### src/rtl/alu_ctrl_pc.sv
// ALU control decoder, 8-bit ALU and free-running program counter.
// Optional macro ALU_EXT_OPS_EN adds XOR, SLL and SRL decodes and ALU operations.
module alu_ctrl_pc #(
  parameter int          PC_STEP  = 4,
  parameter logic [7:0]  PC_RESET = 8'h00
) (
  input  logic       clk,
  input  logic       reset,
  input  logic [7:0] readdata1,
  input  logic [7:0] y,
  input  logic [3:0] func,
  input  logic [1:0] Aluop,
  output logic [3:0] aluopc,
  output logic [7:0] result,
  output logic       zero,
  output logic [7:0] pcout
);

  localparam logic [3:0] OP_AND = 4'b0000;
  localparam logic [3:0] OP_OR  = 4'b0001;
  localparam logic [3:0] OP_ADD = 4'b0010;
  localparam logic [3:0] OP_SUB = 4'b0110;
  localparam logic [3:0] OP_SLT = 4'b0111;
  localparam logic [3:0] OP_NOR = 4'b1100;
`ifdef ALU_EXT_OPS_EN
  localparam logic [3:0] OP_XOR = 4'b0011;
  localparam logic [3:0] OP_SLL = 4'b0100;
  localparam logic [3:0] OP_SRL = 4'b0101;
`endif

  localparam logic [7:0] PC_INC = 8'(PC_STEP);

  logic [3:0] w_func;
  logic       w_slt;
  logic [7:0] r_pc;

  // Aluop=11 is the immediate form: funct7[5] carries no meaning there.
  assign w_func = (Aluop == 2'b11) ? {1'b0, func[2:0]} : func;

  // NOTE: every always_comb output gets a default first, so no path can infer a latch.
  always_comb begin
    aluopc = OP_ADD;
    unique case (Aluop)
      2'b00: aluopc = OP_ADD;
      2'b01: aluopc = OP_SUB;
      default: begin
        case (w_func)
          4'b0000: aluopc = OP_ADD;
          4'b1000: aluopc = OP_SUB;
          4'b0111: aluopc = OP_AND;
          4'b0110: aluopc = OP_OR;
          4'b0010: aluopc = OP_SLT;
`ifdef ALU_EXT_OPS_EN
          4'b0100: aluopc = OP_XOR;
          4'b0001: aluopc = OP_SLL;
          4'b0101: aluopc = OP_SRL;
`endif
          default: aluopc = OP_ADD;
        endcase
      end
    endcase
  end

  assign w_slt = $signed(readdata1) < $signed(y);

  always_comb begin
    result = 8'h00;
    case (aluopc)
      OP_AND:  result = readdata1 & y;
      OP_OR:   result = readdata1 | y;
      OP_ADD:  result = readdata1 + y;
      OP_SUB:  result = readdata1 - y;
      OP_SLT:  result = {7'b0, w_slt};
      OP_NOR:  result = ~(readdata1 | y);
`ifdef ALU_EXT_OPS_EN
      OP_XOR:  result = readdata1 ^ y;
      OP_SLL:  result = readdata1 << y[2:0];
      OP_SRL:  result = readdata1 >> y[2:0];
`endif
      default: result = 8'h00;
    endcase
  end

  assign zero = (result == 8'h00);

  // NOTE: sequential state uses non-blocking assignments so every flop samples pre-edge values.
  always_ff @(posedge clk or posedge reset) begin
    if (reset) r_pc <= PC_RESET;
    else       r_pc <= r_pc + PC_INC;
  end

  assign pcout = r_pc;

endmodule

### config.mk
export PLATFORM = sky130hd
export DESIGN_NAME = alu_ctrl_pc
export DESIGN_NICKNAME = d
export VERILOG_FILES = /design/src/rtl/alu_ctrl_pc.sv
export SDC_FILE = /design/constraint.sdc
export NUM_CORES = 1
export LEC_CHECK = 0
export CORE_ASPECT_RATIO = 0.9
export CORE_MARGIN = 10
export CORE_UTILIZATION = 30
export CTS_BUF_LIST = sky130_fd_sc_hd__clkbuf_8
export CTS_CLUSTER_SIZE = 14
export DETAILED_ROUTE_END_ITERATION = 6
export GPL_TIMING_DRIVEN = 0
export PLACE_DENSITY_LB_ADDON = 0.3
export SLEW_MARGIN = 0
export SYNTH_ARGS = -nofsm -noshare
export SYNTH_HDL_FRONTEND = slang
export SYNTH_SLANG_ARGS = --single-unit
### constraint.sdc
create_clock -name clk -period 6.49 [get_ports clk]
set_input_delay 0.649 -clock clk [delete_from_list [all_inputs] [get_ports clk]]
set_output_delay 0.649 -clock clk [all_outputs]
set_load 0.03 [all_outputs]
==> reports/summary.txt <==
Result of the run: completed
Area of the die: 7870 um^2
Area of the core: 4520 um^2
Number of flops mapped to enable cells by yosys: 0
Switching Share: 42.0%
Internal power contribution: 0.146 mW
Port Buffer Count: 41
Worst min path class: flip-flop to flip-flop
Power density over the cells: 129 nW/um^2
Detailed-route via count: 1440
Number of nets in the layout: 289
Chip height: 85.2 um
Final critical path time including I/O delays and setup: 4.93 ns
Total congestion overflow: 0
Starting Density: 31.3%
Post-detailed-routing wire length: 3880 um
Finished Core Util: 43.2%
Cell taking the most area after synthesis: sky130_fd_sc_hd__ha_1
Deepest clock path buffer count: 2
Initial antenna violation count: 0
Num ports: 45
Depth of the worst register-to-register path: 3
Global-route wire length before repair: 6270 um
Last weighted congestion value of the routability-driven placer: 0.835
Part of the power in the clock network: 21.7%
Routed Antenna Nets: 0
Data required time of the worst path: 5.84 ns
Most common cell in the synthesized netlist: sky130_fd_sc_hd__ha_1
Number of hold violations in the final report: 0
Max-cap check violation count: 0
Most common library cells after synthesis: 25 x sky130_fd_sc_hd__ha_1, 22 x sky130_fd_sc_hd__inv_1, 21 x sky130_fd_sc_hd__nor2_1, 17 x sky130_fd_sc_hd__a21oi_1, 8 x sky130_fd_sc_hd__o21ai_0
Number of max-slew violations in the final report: 0
Ratio of final minimum period to clock period: 76.0%
Slew headroom: 59.5%
Maximum number of pins on one net before global-route repair: 11
Synthesized flop and latch total: 6
Average detailed-routed wire length per instance: 13.0 um
Synthesized area per cell: 7.45 um^2
Endpoint type of the worst setup path: output port
Sum of internal, switching and leakage power: 0.251 mW
Cell Rows: 23
Max Clk Rate: 203 MHz
Number of global-route vias before repair: 1266
Post-CTS setup buffer count: 0
Later-pin clock latency in the skew report: 0.22 ns
Critical register-to-register path startpoint: pcout[4]
First-pass iteration count of the detailed router: 4
GRT Resource Usage Total: 9.30%
Total setup violations reported at the end of the flow: 0
Kind of critical path: input port to output port
Part of the Yosys area used for sequential elements: 10.6%
Post-Synthesis Cells: 190
Number of buffers created by CTS: 3
Arrival @ worst endpoint: 4.28 ns
Post-CTS Hold Fix Bufs: 0
Maximum fanout along the worst path: 7
H-tree lvl count: 1
Area contributors post-synth: sky130_fd_sc_hd__ha_1 22%, sky130_fd_sc_hd__dfrtp_1 11%, sky130_fd_sc_hd__a21oi_1 6.0%
Commonest register cell after synthesis: sky130_fd_sc_hd__dfrtp_1
Clock tree from TritonCTS: done
Combined area of all synthesized cells: 1420 um^2
Number of distinct standard cells referenced by the synthesized netlist: 55
Master cell of the clock root buffer: sky130_fd_sc_hd__clkbuf_8
Net load switching power: 0.106 mW
Part of the power in combinational logic: 63.3%
Post-synth top area share: 22.1%
CTS Sinks: 6
Synth Warn #: 0
Initial DRC Count: 97
Die X-Extent: 92.4 um
Fin Setup TNS: 0 ns
Proportion of power drawn by flip-flops and latches: 15.0%
Ant. Diodes: 0
Critical path startpoint category: input port
Area delta synth->final: 37.9%
Number of flip-flops in the largest register: 6
Maximum clock skew at final layout: 0.00136 ns
FF-to-FF setup slack: 5.56 ns
Clock-pin slew reported for the worst setup and hold paths after clock tree synthesis: 0.03 ns
Leakage component of the power: 0.884 nW
Maximum resistive drop on vdd: 0.000125 V
Slew at the pin closest to its max-slew limit: 0.592 ns
Async SR Flop Fraction: 100%
Share of final-layout standard cells stronger than drive strength 1: 6.36%
Detail-routed via count per cell: 4.83
Crit path from: readdata1[2]
Number of design rule violations left after detail routing: 0
RSZ-0062 raised after global routing: false
Worst reg2reg path endpoint: pcout[7]
Worst Setup EP: zero
Count of instances resized after the clock tree is built: 0
Detailed placement HPWL: 3250 um
[logic make-up (layout without fill, tap and decap cells)]
group	count (synthesis)	in the layout	share of synthesized area [%]
simple gates	56	56	21.6
compound gates	54	54	26.0
buf+inv	36	80	10.4
fa+ha+maj	27	27	24.9
xor+xnor	10	10	6.19
flops	6	6	10.6
other cells	1	3	0.265
[cells in the final DEF (no fill, tap or decap), drive strengths merged, types with 2 or more instances in the layout]
cell type,n
a21oi,18
nand2b,3
xor2,4
nand2,3
clkdlybuf4s50,41
buf,4
dfrtp,6
clkbuf,10
a221oi,2
inv,25
conb,3
fa,2
nor4,2
xnor2,6
o21ai,11
nor3,4
nand3,5
nor2,21
o21bai,2
o22ai,2
a21o,2
nor3b,2
a311oi,2
ha,25
or3b,2
a221o,2
nor2b,4
[power groups by stage]
stage               Combinational (mW)  Clock, mW  Sequential [mW]
finish                           0.159     0.0546           0.0377
global route                     0.174     0.0595           0.0376
CTS                              0.160     0.0564           0.0376
detailed placement               0.159          0           0.0381
global placement                 0.158          0           0.0381
floorplan                        0.101          0           0.0381
[stage by stage]
stage          instances  hold slack (ns)  worst slack [ns]  cell area, um^2
4_1_cts              298            0.468              1.59             1950
3_3_place_gp         295            0.458              1.61             1910
5_1_grt              298            0.486              1.34             1950
6_report             298            0.467              1.56             1950
3_5_place_dp         295            0.464              1.60             1910
2_1_floorplan        192            0.440              2.66             1420
[layout make-up]
type | instances | area [um^2]
Fill cell | 476 | 2570
Multi-Input combinational cell | 150 | 1120
Timing Repair Buffer | 41 | 410
Sequential cell | 6 | 150
Inverter | 25 | 93.8
Tap cell | 62 | 77.6
Buffer | 11 | 53.8
Clock buffer | 3 | 41.3
[per-layer routing]
layer / track usage (%) / vias up / share of wire [%]
met1: 14.0 / 639 / 51
li1: - / 751 / -
met5: 0 / - / 0
met4: 1.26 / 0 / 0.21
met2: 13.1 / 48 / 41
met3: 2.20 / 2 / 7.3
[worst max-delay path, stage by stage]
cell and delay (ns):
sky130_fd_sc_hd__clkdlybuf4s50_1 0.51, sky130_fd_sc_hd__inv_1 0.05, sky130_fd_sc_hd__ha_1 0.26, sky130_fd_sc_hd__clkbuf_1 0.18
sky130_fd_sc_hd__nand2b_1 0.20, sky130_fd_sc_hd__a21oi_1 0.20, sky130_fd_sc_hd__a21oi_1 0.14, sky130_fd_sc_hd__a2111oi_0 0.58
sky130_fd_sc_hd__o41ai_1 0.19, sky130_fd_sc_hd__or3b_1 0.39, sky130_fd_sc_hd__nor4_2 0.19, sky130_fd_sc_hd__clkdlybuf4s50_1 0.73
[how the worst min path moves through the flow]
stage | startpoint | depth (start not counted) | slack, ns | end
2_1_floorplan | reset | 1 | 0.44 | pcout[2]
4_1_cts | pcout[2] | 1 | 0.47 | pcout[2]
6_report | pcout[2] | 1 | 0.47 | pcout[2]
5_1_grt | pcout[7] | 1 | 0.49 | pcout[7]
3_5_place_dp | pcout[2] | 1 | 0.46 | pcout[2]
3_3_place_gp | pcout[2] | 1 | 0.46 | pcout[2]
No activity file was read; power rests on OpenSTA's default activity.
